## config.mk

```make
export PLATFORM = sky130hd
export DESIGN_NAME = vga_pic_sched_flat
export DESIGN_NICKNAME = d
export VERILOG_FILES = /design/src/rtl/vga_pic_sched_if.sv /design/src/rtl/vga_pic_sched.sv /design/src/flat_wrapper.sv
export SDC_FILE = /design/constraint.sdc
export NUM_CORES = 1
export LEC_CHECK = 0
export ABC_AREA = 1
export CORE_MARGIN = 3
export CORE_UTILIZATION = 45
export DETAILED_ROUTE_END_ITERATION = 8
export PLACE_DENSITY_LB_ADDON = 0.12
export SYNTH_ARGS = -nofsm -noshare
export SYNTH_HDL_FRONTEND = slang
export SYNTH_SLANG_ARGS = --single-unit
```

## constraint.sdc

```tcl
create_clock -name vga_clk -period 3.42 [get_ports vga_clk]
set_input_delay 0.513 -clock vga_clk [delete_from_list [all_inputs] [get_ports vga_clk]]
set_output_delay 0.513 -clock vga_clk [all_outputs]
set_load 0.01 [all_outputs]
```

## src/rtl/vga_pic_sched_if.sv

```systemverilog
// Picture-origin configuration handshake and picture ROM read port of vga_pic_sched.
interface vga_pic_sched_if;
  logic        cfg_valid;
  logic [9:0]  cfg_x;
  logic [9:0]  cfg_y;
  logic        cfg_ready;
  logic        rom_rd_en;
  logic [13:0] rom_addr;
  logic [15:0] rom_data;

  modport master (
    output cfg_valid, cfg_x, cfg_y, rom_data,
    input  cfg_ready, rom_rd_en, rom_addr
  );

  modport slave (
    input  cfg_valid, cfg_x, cfg_y, rom_data,
    output cfg_ready, rom_rd_en, rom_addr
  );
endinterface

```

## src/rtl/vga_pic_sched.sv

```systemverilog
// Places a PIC_W x PIC_H ROM picture at a configurable origin inside the active VGA area;
// origin changes are queued and only take effect at end of frame.
module vga_pic_sched #(
  parameter logic [9:0]  H_VALID  = 10'd640,
  parameter logic [9:0]  V_VALID  = 10'd480,
  parameter logic [9:0]  PIC_W    = 10'd100,
  parameter logic [9:0]  PIC_H    = 10'd100,
  parameter logic [15:0] BG_COLOR = 16'hFFFF
) (
  input  logic              vga_clk,
  input  logic              sys_rst_n,
  input  logic [9:0]        pix_x,
  input  logic [9:0]        pix_y,
  vga_pic_sched_if.slave    bus,
  output logic [15:0]       pix_data,
  output logic [7:0]        frame_cnt
);

  localparam logic [9:0]  X_MAX       = H_VALID - PIC_W;
  localparam logic [9:0]  Y_MAX       = V_VALID - PIC_H;
  localparam int          ADDR_LAST_I = int'(PIC_W) * int'(PIC_H) - 1;
  localparam logic [13:0] ADDR_LAST   = ADDR_LAST_I[13:0];

  typedef enum logic {WAIT_SOF = 1'b0, RUN = 1'b1} state_t;

  state_t      state_r, state_s;
  logic [9:0]  org_x_r, org_y_r, pend_x_r, pend_y_r;
  logic        pend_r;
  logic [13:0] rom_addr_r;
  logic        hit_d_r, act_d_r;
  logic [7:0]  frame_cnt_r;
  logic        active_s, eof_s, hit_s, x_in_s, y_in_s, xfer_s;
  logic [9:0]  cap_x_s, cap_y_s;

  assign active_s = (pix_x != 10'h3FF) && (pix_y != 10'h3FF);
  assign eof_s    = active_s && (pix_x == H_VALID - 10'd1) && (pix_y == V_VALID - 10'd1);

  // 11-bit compares so org + size never wraps
  assign x_in_s = ({1'b0, pix_x} >= {1'b0, org_x_r}) &&
                  ({1'b0, pix_x} < ({1'b0, org_x_r} + {1'b0, PIC_W}));
  assign y_in_s = ({1'b0, pix_y} >= {1'b0, org_y_r}) &&
                  ({1'b0, pix_y} < ({1'b0, org_y_r} + {1'b0, PIC_H}));
  assign hit_s  = (state_r == RUN) && active_s && x_in_s && y_in_s;
  assign xfer_s = bus.cfg_valid && !pend_r;

  assign bus.cfg_ready = !pend_r;
  assign bus.rom_rd_en = hit_s;
  assign bus.rom_addr  = rom_addr_r;
  assign frame_cnt     = frame_cnt_r;

  // State register
  always_ff @(posedge vga_clk or negedge sys_rst_n) begin
    if (!sys_rst_n) state_r <= WAIT_SOF;
    else            state_r <= state_s;
  end

  // Next state: the picture is held off until the first complete frame boundary
  always_comb begin
    state_s = state_r;
    case (state_r)
      WAIT_SOF: begin
        if (eof_s) state_s = RUN;
        else       state_s = WAIT_SOF;
      end
      RUN:     state_s = RUN;
      default: state_s = WAIT_SOF;
    endcase
  end

  // Clamp requested origin so the picture stays fully inside the active area
  always_comb begin
    if (bus.cfg_x > X_MAX) cap_x_s = X_MAX;
    else                   cap_x_s = bus.cfg_x;
    if (bus.cfg_y > Y_MAX) cap_y_s = Y_MAX;
    else                   cap_y_s = bus.cfg_y;
  end

  // Pending origin capture and apply at frame boundary
  always_ff @(posedge vga_clk or negedge sys_rst_n) begin
    if (!sys_rst_n) begin
      org_x_r  <= 10'd0;
      org_y_r  <= 10'd0;
      pend_x_r <= 10'd0;
      pend_y_r <= 10'd0;
      pend_r   <= 1'b0;
    end else if (eof_s && pend_r) begin
      org_x_r <= pend_x_r;
      org_y_r <= pend_y_r;
      pend_r  <= 1'b0;
    end else if (xfer_s) begin
      pend_x_r <= cap_x_s;
      pend_y_r <= cap_y_s;
      pend_r   <= 1'b1;
    end else begin
      pend_r <= pend_r;
    end
  end

  // ROM address: cleared each frame, saturates at the last picture word
  always_ff @(posedge vga_clk or negedge sys_rst_n) begin
    if (!sys_rst_n)                              rom_addr_r <= 14'd0;
    else if (eof_s)                              rom_addr_r <= 14'd0;
    else if (hit_s && (rom_addr_r != ADDR_LAST)) rom_addr_r <= rom_addr_r + 14'd1;
    else                                         rom_addr_r <= rom_addr_r;
  end

  // Delay flags aligning pixel source selection with the one-cycle ROM latency
  always_ff @(posedge vga_clk or negedge sys_rst_n) begin
    if (!sys_rst_n) begin
      hit_d_r <= 1'b0;
      act_d_r <= 1'b0;
    end else begin
      hit_d_r <= hit_s;
      act_d_r <= active_s;
    end
  end

  // Completed-frame counter
  always_ff @(posedge vga_clk or negedge sys_rst_n) begin
    if (!sys_rst_n)  frame_cnt_r <= 8'd0;
    else if (eof_s)  frame_cnt_r <= frame_cnt_r + 8'd1;
    else             frame_cnt_r <= frame_cnt_r;
  end

  // Output pixel source select
  always_comb begin
    if (hit_d_r)      pix_data = bus.rom_data;
    else if (act_d_r) pix_data = BG_COLOR;
    else              pix_data = 16'h0000;
  end

endmodule

```

## src/flat_wrapper.sv

```systemverilog
// flat-port wrapper written by rule: the top's interface ports become plain ports
module vga_pic_sched_flat 
#(
  parameter logic [9:0]  H_VALID  = 10'd640,
  parameter logic [9:0]  V_VALID  = 10'd480,
  parameter logic [9:0]  PIC_W    = 10'd100,
  parameter logic [9:0]  PIC_H    = 10'd100,
  parameter logic [15:0] BG_COLOR = 16'hFFFF
)
  (vga_clk, sys_rst_n, pix_x, pix_y, pix_data, frame_cnt, bus_cfg_valid, bus_cfg_x, bus_cfg_y, bus_rom_data, bus_cfg_ready, bus_rom_rd_en, bus_rom_addr);
  vga_pic_sched_if bus_i ();
  input  logic vga_clk;
  input  logic sys_rst_n;
  input  logic [9:0] pix_x;
  input  logic [9:0] pix_y;
  output logic [15:0] pix_data;
  output logic [7:0] frame_cnt;
  input wire logic [$bits(bus_i.cfg_valid)-1:0] bus_cfg_valid;
  input wire logic [$bits(bus_i.cfg_x)-1:0] bus_cfg_x;
  input wire logic [$bits(bus_i.cfg_y)-1:0] bus_cfg_y;
  input wire logic [$bits(bus_i.rom_data)-1:0] bus_rom_data;
  output wire logic [$bits(bus_i.cfg_ready)-1:0] bus_cfg_ready;
  output wire logic [$bits(bus_i.rom_rd_en)-1:0] bus_rom_rd_en;
  output wire logic [$bits(bus_i.rom_addr)-1:0] bus_rom_addr;
  assign bus_i.cfg_valid = bus_cfg_valid;
  assign bus_i.cfg_x = bus_cfg_x;
  assign bus_i.cfg_y = bus_cfg_y;
  assign bus_i.rom_data = bus_rom_data;
  assign bus_cfg_ready = bus_i.cfg_ready;
  assign bus_rom_rd_en = bus_i.rom_rd_en;
  assign bus_rom_addr = bus_i.rom_addr;
  vga_pic_sched #(.H_VALID(H_VALID), .V_VALID(V_VALID), .PIC_W(PIC_W), .PIC_H(PIC_H), .BG_COLOR(BG_COLOR)) u_core (.vga_clk(vga_clk), .sys_rst_n(sys_rst_n), .pix_x(pix_x), .pix_y(pix_y), .bus(bus_i), .pix_data(pix_data), .frame_cnt(frame_cnt));
endmodule
```

==> results of run 1 <==
[per-layer routing]
layer | part of all wire | vias up | wire (um) | global-route usage
li1 | - | 2104 | - | -
met1 | 0.51 | 1910 | 5447 | 0.2825
met2 | 0.42 | 109 | 4520 | 0.2900
met3 | 0.057 | 12 | 608 | 0.03913
met4 | 0.016 | 0 | 172 | 0.06484
met5 | 0 | - | 0 | 0
[final timing paths]
check / start / end / slack [ns]
min in group vga_clk: u_core.state_r / u_core.state_r / 0.48
max in group asynchronous: sys_rst_n / u_core.pend_y_r[0] / 2.50
max reg2reg: u_core.org_y_r[2] / u_core.bus.rom_addr[3] / 0.66
min: sys_rst_n / u_core.bus.rom_addr[0] / 0.35
min reg2reg: u_core.state_r / u_core.state_r / 0.48
max: u_core.org_y_r[2] / bus_rom_rd_en / 0.27
[report_power, final]
group	total, uW	switching, uW	internal, uW
clock	631	280	351
sequential	801	8.20	793
combinational	162	75.9	86.3
total	1590	364	1230
[cell families after synthesis]
kind of cell | count (synthesis) | synth area share
buffers and inverters | 84 | 0.07761
and+or+nand+nor | 299 | 0.3134
adders and majority gates | 40 | 0.1085
xor gates and xnor gates | 30 | 0.05699
AOI/OAI and AO/OA | 63 | 0.08521
DFF | 66 | 0.3582
[sequential cells by signal, indices dropped and copies added (netlist names)]
signal,count
u_core.org_x_r,10
u_core.frame_cnt,8
u_core.pend_x_r,10
u_core.pend_y_r,10
u_core.act_d_r,1
u_core.org_y_r,10
u_core.state_r,1
u_core.hit_d_r,1
u_core.pend_r,1
u_core.bus.rom_addr,14
[worst max-delay path, delay by kind of cell, from the launching register on]
kind / cells / cell delay [ns]
xor gates and xnor gates: 1 / 0.16
and+or+nand+nor: 7 / 0.64
adders and majority gates: 2 / 0.51
AOI/OAI and AO/OA: 2 / 0.33
DFF: 1 / 0.42
buffers and inverters: 1 / 0.27
[layout make-up]
cell class	instances	area (um^2)
sequential	66	1652
timing repair buffer	103	1025
multi-input combinational	432	2601
inverter	69	259.0
clock inverter	3	40.04
fill	893	3976
clock buffer	12	145.1
tap	133	166.4
[stage by stage]
step / hold slack [ns] / std cells
2_1_floorplan: 0.2174 / 582
3_3_place_gp: 0.4331 / 803
3_5_place_dp: 0.4705 / 803
4_1_cts: 0.3790 / 818
5_1_grt: 0.4174 / 818
6_report: 0.3550 / 818
[layout by cell type, fill, tap and decap left out, types with 5 or more instances in the layout]
| cell type | instances |
|---|---|
| a21oi_1 | 18 |
| clkbuf_8 | 10 |
| clkdlybuf4s50_1 | 96 |
| dfrtp_1 | 66 |
| ha_1 | 40 |
| inv_1 | 61 |
| inv_2 | 6 |
| nand2_1 | 147 |
| nand2_2 | 13 |
| nand3_1 | 29 |
| nand3_2 | 11 |
| nand4_1 | 26 |
| nor2_1 | 46 |
| nor3_1 | 8 |
| o21ai_0 | 17 |
| o21ai_1 | 5 |
| o21ai_2 | 10 |
| xnor2_1 | 5 |
| xor2_1 | 25 |
==> results.py, run 1 <==
metrics = {
    "critical_path": {
        "arrival_ns": 2.64,
        "cp_cell_sequence": "ha_1 -> nand2_1 -> nand2_1 -> o21ai_1 -> xor2_1 -> ha_1 -> a21o_1 -> nand4_1 -> nand2_2 -> nor2_4 -> nand3_4 -> nor2_8 -> dlygate4sd2_1",
        "cpPeakStageDelay_ns": 0.42,
        "slowest_stage": "dfrtp_1",
        "rr_worst_depth": 16,
        "crit_type": "reg -> out",
        "worst_ep_required_time_ns": 2.91,
        "worst_setup_path_start_kind": "register",
        "worstSetupEndpointType": "output port",
        "cp_max_fo": 4,
    },
    "placement": {
        "dp_hpwl_um": 8263,
        "dp_slack_ns": 0.1801,
        "numPortBuffers": 98,
        "routabilityCongestion": 0.9436,
        "placed_cell_area_mm2": 0.005704,
    },
    "yosys": {
        "syn_area_per_cell_um2": 7.922,
        "yosysWarningCount": 0,
        "synth_top_area_share": 0.3582,
        "ys_top_cells_by_count": "nand2_1 (147), dfrtp_1 (66), inv_1 (61), nor2_1 (46), ha_1 (40)",
        "ys_types": 43,
        "yosysTopAreaCell": "dfrtp_1",
        "synth.area.top_cells": "dfrtp_1 (36%), nand2_1 (12%), ha_1 (11%), inv_1 (5.0%), xor2_1 (4.7%)",
        "syn_nets": 681,
        "yosys_most_used_dff": "dfrtp_1",
        "yosysMostFrequentCell": "nand2_1",
        "synthCells": 582,
        "yosys_register_bits": 66,
        "syn_area_mm2": 0.004611,
        "synthArstFlopShare": 1.000,
        "synth_seq_area_share": 0.3582,
        "synth_edf_count": 0,
    },
    "layout": {
        "fin_nets": 780,
        "postLayoutCellArea_mm2": 0.005888,
        "area_growth_pct": 27.71,
        "final_util": 0.5969,
        "antenna_cells": 0,
        "layout-drive-gt1-share": 0.1022,
    },
    "floorplanning": {
        "placementRows": 36,
        "die_y_um": 107.2,
        "design.die.area_mm2": 0.01150,
        "core-area_mm2": 0.009864,
        "io_pins": 99,
        "fp.dieW_um": 107.2,
        "start_util": 0.4674,
    },
    "worst_hold_path": {
        "min_path_type": "in -> async",
    },
    "sta": {
        "finalCritPeriodShare": 0.9206,
        "rsz0062_at_grt": "false",
        "max_slew_margin": 0.4435,
        "tightest_slew_ns": 0.8347,
        "finalSetupViolations": 0,
        "fin_tns_setup_ns": 0,
        "drv_slew": 0,
        "finalHoldViolCount": 0,
        "clock_skew_ns": 0.01150,
        "finalCriticalPeriod_ns": 3.149,
        "clock.fmax_mhz": 317.6,
        "setup_ws_ns": 0.2715,
    },
    "pwr": {
        "vdd_drop_max_uv": 140.2,
        "p_leak_uw": 0.002852,
        "power_density_mw_per_mm2": 270.8,
        "power_uw": 1594,
    },
    "clock_tree": {
        "cts_inserted_buffers": 9,
        "htree_levels": 3,
        "numClockSinks": 66,
        "clockBufferDepth": 2,
        "post_cts_buffers": 0,
        "cts_resized": 2,
        "cts_tree": "built",
        "path_clk_slew_ns": 0.07,
        "insertion_delay_ns": 0.33,
        "hold_buffers": 0,
        "root_buffer": "clkbuf_8",
    },
    "route": {
        "num_vias": 4135,
        "drtPass1Iterations": 4,
        "routed_wl_um": 10750,
        "drt-wirelength-per-cell_um": 13.14,
        "ant_nets": 0,
        "first_iter_violations": 256,
        "viasPerCell": 5.055,
        "drcViolationCount": 0,
    },
    "grt": {
        "grt_pass1_wl_um": 18200,
        "grtUsageTotal": 0.1950,
        "antenna_found_initial": 0,
        "grt_pass1_vias": 3899,
        "grt_max_degree": 67,
        "grt_overflow": 0,
    },
    "run": {
        "drv_cap": 0,
    },
    "run_status": {
        "status": "finished clean",
    },
}
(Power assumes the default switching activity.)
==> inputs of run 2 (changes only) <==
- SKIP_LAST_GASP: default -> 1
- clock period: 3.42 -> 3.45 ns (I/O delays scaled with it)
==> run 2 against run 1 <==
  * Total power rose by 6.9%
  * Register-to-register slack improved by 0.05 ns
  * Sequential power fell by 0.9%
  * Clock power rose by 19%
  * Global-route usage fell by 0.49 points
  * First-iteration DRC count rose by 12%
==> results.py, run 2 (same netlist as run 1, synthesis figures left out) <==
metrics = {
    "run_status": {
        "status": "finished clean",
    },
    "placement": {
        "numPortBuffers": 98,
        "routabilityCongestion": 0.9319,
        "dp_hpwl_um": 8090,
    },
    "critical_path": {
        "cp_num_buf_inv": 1,
        "reg2reg_setup_slack_ns": 0.71,
        "worst_setup_path_start_kind": "register",
        "cpPeakStageDelay_ns": 0.42,
        "crit_top_cell": "nand2_1",
        "arrival_ns": 2.52,
        "crit_type": "reg -> out",
        "slowest_stage": "dfrtp_1",
        "cp_cell_sequence": "ha_1 -> nand2_1 -> nand2_1 -> o21ai_0 -> xor2_1 -> ha_1 -> a21oi_1 -> nand2_1 -> nand2_1 -> nand2_2 -> nor2_8 -> dlymetal6s2s_1",
        "cp_max_fo": 4,
        "worst_ep_required_time_ns": 2.93,
        "worstSetupEndpointType": "output port",
        "critical_path.top_delay_family": "simple AND/OR/NAND/NOR gates",
    },
    "worst_hold_path": {
        "min_path_type": "in -> async",
    },
    "grt": {
        "antenna_found_initial": 0,
        "grtUsageTotal": 0.1901,
        "grt_pass1_vias": 3980,
        "grt_max_degree": 67,
        "grt_overflow": 0,
        "grt_pass1_wl_um": 18040,
    },
    "route": {
        "viasPerCell": 4.949,
        "drcViolationCount": 0,
        "first_iter_violations": 287,
        "drtPass1Iterations": 4,
        "routed_wl_um": 10540,
        "num_vias": 4053,
        "ant_nets": 0,
        "drt-wirelength-per-cell_um": 12.86,
    },
    "layout": {
        "fin_nets": 780,
        "layout_commonest_cell": "nand2_1",
        "antenna_cells": 0,
        "final_util": 0.6030,
        "area_growth_pct": 29.01,
        "most-common-layout-cells": "nand2_1 (147), clkdlybuf4s50_1 (96), dfrtp_1 (66)",
        "layout-drive-gt1-share": 0.1079,
        "largest_register_ffs": 14,
    },
    "pwr": {
        "vdd_drop_max_uv": 185.0,
        "p_leak_uw": 0.002890,
        "power_density_mw_per_mm2": 286.4,
    },
    "clock_tree": {
        "root_buffer": "clkbuf_8",
        "clockBufferDepth": 2,
        "insertion_delay_ns": 0.33,
        "htree_levels": 3,
        "path_clk_slew_ns": 0.07,
        "cts_inserted_buffers": 9,
        "cts_tree": "built",
        "numClockSinks": 66,
    },
    "floorplanning": {
        "fp.dieW_um": 107.2,
        "start_util": 0.4674,
        "io_pins": 99,
        "core-area_mm2": 0.009864,
        "design.die.area_mm2": 0.01150,
        "placementRows": 36,
        "die_y_um": 107.2,
    },
    "sta": {
        "max_slew_margin": 0.4537,
        "finalCritPeriodShare": 0.8809,
        "clock_skew_ns": 0.008339,
        "hold_slack_ns": 0.3543,
        "finalCriticalPeriod_ns": 3.039,
        "finalHoldViolCount": 0,
        "finalSetupViolations": 0,
        "rsz0062_at_grt": "false",
        "clock.fmax_mhz": 329.0,
        "fin_tns_setup_ns": 0,
        "tightest_slew_ns": 0.8195,
        "drv_slew": 0,
    },
    "run": {
        "drv_cap": 0,
    },
}
run 2: metal layers:
layer | vias to the layer above | GRT usage | wire length, um
met3 | 12 | 0.03251 | 565
li1 | 2106 | - | -
met5 | - | 0 | 0
met4 | 0 | 0.06210 | 158
met2 | 100 | 0.2833 | 4248
met1 | 1835 | 0.2792 | 5563
run 2: path summary, 6_finish.rpt:
path | startpoint | endpoint | depth (start not counted)
worst max-delay path | u_core.org_x_r[2] | bus_rom_rd_en | 12
worst min-delay path | sys_rst_n | u_core.bus.rom_addr[1] | 2
worst max register to register | u_core.org_x_r[2] | u_core.bus.rom_addr[3] | 15
worst min register to register | u_core.state_r | u_core.state_r | 2
max in group asynchronous | sys_rst_n | u_core.org_x_r[9] | 2
min in group vga_clk | u_core.state_r | u_core.state_r | 2
run 2: report_power, final:
part / internal, uW / switching (uW)
clock network: 465 / 284
registers: 786 / 7.85
logic: 85.5 / 74.9
run 2: layout make-up:
| type | instances | area (um^2) |
|---|---|---|
| clock inverters | 4 | 72.57 |
| clock buffers | 12 | 165.2 |
| inverters | 69 | 259.0 |
| multi-input cells | 432 | 2605 |
| well taps | 133 | 166.4 |
| flip-flops and latches | 66 | 1652 |
| fillers | 884 | 3916 |
| repair buffers | 103 | 1028 |
run 2: worst register-to-register path, cell delays in order (launching register included):
cell and delay [ns]:
dfrtp_1 0.42, ha_1 0.24, nand2_1 0.07, nand2_1 0.09, o21ai_0 0.20, xor2_1 0.19
ha_1 0.26, a21oi_1 0.18, nand2_1 0.07, nand2_1 0.07, nand2_2 0.10, nor2_8 0.13
buf_4 0.22, nand2_4 0.19, nand3_1 0.13, nand2_1 0.05
run 2: what timing repair did:
item	4_1_cts	5_1_grt
resized for setup	1	2
endpoints found under the setup margin	1	1
hold endpoints to repair	0	0
hold buffers	0	0
cloned	0	0
buffers inserted	0	0
run 2: per-stage QoR:
stage | instance area (um^2) | power, uW | cells | setup slack (ns)
2_1_floorplan | 4611 | 858.8 | 582 | 0.7945
3_3_place_gp | 5704 | 966.1 | 803 | 0.2496
3_5_place_dp | 5704 | 970.1 | 803 | 0.2212
4_1_cts | 5942 | 1719 | 819 | 0.001430
5_1_grt | 5948 | 1780 | 819 | 0.2582
6_report | 5948 | 1704 | 819 | 0.4109
==> inputs of run 3 (changes only) <==
- ABC_AREA: 1 -> 0
==> run 3 against run 2 <==
  * Setup slack lost 0.17 ns
  * Non-clock buffer count is 16 higher
  * Routed wire length down 10%
  * First-iteration DRC count down 78%
  * Via count down 13%
  * Maximum frequency shrank 5.2%
  * Synthesized area shrank 11%
  * Worst hold slack worse by 0.17 ns
  * Die area shrank 11%
  * Count of clock-buffer cells in the layout fell by 3
  * Cell area fell by 7.0%
  * Sequential power grew 1%
  * Highest routed layer unchanged
==> results.py, run 3 <==
metrics = {
    "layout": {
        "largest_register_ffs": 14,
        "multi_input_area_mm2": 0.002277,
        "stdcell_count": 653,
        "fillers": 761,
        "final_util": 0.6309,
        "layout-drive-gt1-share": 0.1321,
        "area_growth_pct": 35.14,
        "postLayoutCellArea_mm2": 0.005529,
        "most-common-layout-cells": "clkdlybuf4s50_1 (96), nand2_1 (68), dfrtp_1 (66)",
        "fin_nets": 640,
        "seq_area_mm2": 0.001652,
        "antenna_cells": 0,
        "layout_commonest_cell": "clkdlybuf4s50_1",
    },
    "sta": {
        "clock.fmax_mhz": 311.8,
        "max_slew_margin": 0.5859,
        "clock_skew_ns": 0.009817,
        "finalHoldViolCount": 0,
        "rsz0062_at_grt": "false",
        "tightest_slew_ns": 0.6211,
        "setup_ws_ns": 0.2433,
        "finalSetupViolations": 0,
        "finalCriticalPeriod_ns": 3.207,
        "drv_slew": 0,
        "finalCritPeriodShare": 0.9295,
    },
    "clock_tree": {
        "numClockSinks": 66,
        "cts_tree": "built",
        "path_clk_slew_ns": 0.08,
        "insertion_delay_ns": 0.35,
        "root_buffer": "clkbuf_8",
        "cts_inserted_buffers": 9,
        "clockBufferDepth": 2,
        "htree_levels": 3,
    },
    "route": {
        "viasPerCell": 5.401,
        "first_iter_violations": 62,
        "drt-wirelength-per-cell_um": 14.48,
        "num_vias": 3527,
        "drcViolationCount": 0,
        "drtPass1Iterations": 4,
        "ant_nets": 0,
        "routed_wl_um": 9453,
    },
    "floorplanning": {
        "placementRows": 34,
        "design.die.area_mm2": 0.01027,
        "fp.dieW_um": 101.4,
        "start_util": 0.4669,
        "core-area_mm2": 0.008763,
        "die_y_um": 101.4,
        "io_pins": 99,
    },
    "pwr": {
        "seqPwrFrac": 0.475,
        "power_density_mw_per_mm2": 306.6,
        "pwr-share-clk": 0.419,
        "vdd_drop_max_uv": 235.8,
        "internal_power_uw": 1305,
        "power.switching_uw": 389.5,
        "p_leak_uw": 0.002359,
        "p_sw_frac": 0.2298,
        "power_uw": 1695,
        "p_comb_frac": 0.106,
    },
    "yosys": {
        "yosysTopAreaCell": "dfrtp_1",
        "yosysWarningCount": 0,
        "synth_edf_count": 0,
        "syn_nets": 525,
        "syn_area_mm2": 0.004091,
        "synth_top_area_share": 0.4037,
        "synthCells": 426,
        "synth.area.top_cells": "dfrtp_1 (40%), ha_1 (12%), nand2_1 (6.2%), mux2_2 (5.5%), xnor2_1 (3.6%)",
        "ys_top_cells_by_count": "nand2_1 (68), dfrtp_1 (66), ha_1 (40), inv_1 (32), a21oi_1 (22)",
        "syn_area_per_cell_um2": 9.604,
        "synth_seq_area_share": 0.4037,
        "synthArstFlopShare": 1.000,
        "yosys_most_used_dff": "dfrtp_1",
        "yosysMostFrequentCell": "nand2_1",
        "yosys_register_bits": 66,
        "ys_types": 50,
    },
    "grt": {
        "antenna_found_initial": 0,
        "grt_pass1_wl_um": 15790,
        "grt_pass1_vias": 3513,
        "grt_max_degree": 28,
        "grtUsageTotal": 0.1909,
        "grt_overflow": 0,
    },
    "critical_path": {
        "arrival_ns": 2.69,
        "slowest_stage": "dfrtp_1",
        "reg2reg_setup_slack_ns": 0.37,
        "worst_setup_path_start_kind": "register",
        "rr_worst_depth": 13,
        "cpPeakStageDelay_ns": 0.43,
        "cp_cell_sequence": "ha_2 -> a211o_1 -> nand2_1 -> xnor2_1 -> ha_1 -> a21oi_1 -> a41oi_1 -> a211oi_2 -> o31a_1 -> nand4bb_4 -> inv_1 -> clkbuf_2",
        "crit_type": "reg -> out",
        "worstSetupEndpointType": "output port",
        "worst_ep_required_time_ns": 2.93,
        "cp_max_fo": 4,
    },
    "placement": {
        "routabilityCongestion": 0.8329,
        "dp_slack_ns": -0.02412,
        "placed_cell_area_mm2": 0.005280,
        "numPortBuffers": 98,
        "dp.cells": 636,
        "dp_hpwl_um": 7530,
    },
    "run": {
        "drv_cap": 0,
    },
    "run_status": {
        "status": "finished clean",
    },
    "worst_hold_path": {
        "min_path_type": "in -> async",
    },
}
==> run 3: cell count changes after synthesis, moves of 12 or more <==
| cell | delta |
|---|---|
| inv_1 | -29 |
| nand2_1 | -79 |
| xnor2_1 | +12 |
| nand4_1 | -14 |
| mux2_2 | +20 |
| nor2_1 | -33 |
| nand2_2 | -13 |
| xor2_1 | -23 |
| nand3_1 | -14 |
==> run 3: worst paths after layout <==
check | from | to
worst max-delay path | u_core.org_x_r[3] | bus_rom_rd_en
worst min-delay path | sys_rst_n | u_core.bus.rom_addr[11]
worst max register to register | u_core.org_x_r[3] | u_core.bus.rom_addr[4]
worst min register to register | u_core.frame_cnt[7] | u_core.frame_cnt[7]
max in group asynchronous | sys_rst_n | u_core.pend_x_r[8]
min in group vga_clk | u_core.frame_cnt[7] | u_core.frame_cnt[7]
==> run 3: stage by stage <==
stage | hold slack [ns] | TNS (ns)
floorplan | 0.2219 | 0
global placement | 0.4549 | 0
detailed placement | 0.4515 | -0.02412
CTS | 0.2038 | 0
global route | 0.2326 | 0
finish | 0.1813 | 0
==> run 3: repair_timing <==
item                       CTS  global route
pin swaps                    1             1
resized for setup            3             5
buffers inserted             2             0
setup endpoints to repair    1             1
hold buffers                 0             0
==> run 3: logic make-up after synthesis <==
| logic type | share of synthesized area |
|---|---|
| AND/OR/NAND/NOR | 0.1927 |
| AO/OA/AOI/OAI | 0.1404 |
| flip-flops | 0.4037 |
| buffers and inverters | 0.04526 |
| adder cells (fa/ha/maj) | 0.1223 |
| multiplexers | 0.05505 |
| XOR/XNOR | 0.04067 |
==> run 3: power by group through the flow <==
stage          sequential (uW)  combinational (uW)  clock (uW)
2_1_floorplan              816                63.6           0
3_3_place_gp               819                 176           0
3_5_place_dp               820                 181           0
4_1_cts                    805                 183         720
5_1_grt                    807                 201         756
6_report                   805                 180         711
==> run 3: final cells by class <==
type	instances	area share
tap	108	0.02444
clock buffer	9	0.02240
multi-input combinational	313	0.4119
inverter	32	0.02172
timing repair buffer	119	0.2041
clock inverter	6	0.01675
sequential	66	0.2987
==> run 3: layer usage <==
metal	track usage	wire length, um	vias to the layer above
met2	0.3446	4783	65
li1	-	-	1789
met1	0.2258	4101	1657
met3	0.04132	396	16
met5	0	0	-
met4	0.05930	171	0
==> run 3: worst max-delay path: cells and delay by family, from the launching register on <==
kind | cells | cell delay (ns)
flip-flops | 1 | 0.43
AND/OR/NAND/NOR | 2 | 0.21
buffers and inverters | 2 | 0.24
adder cells (fa/ha/maj) | 2 | 0.40
AO/OA/AOI/OAI | 5 | 1.00
XOR/XNOR | 1 | 0.07
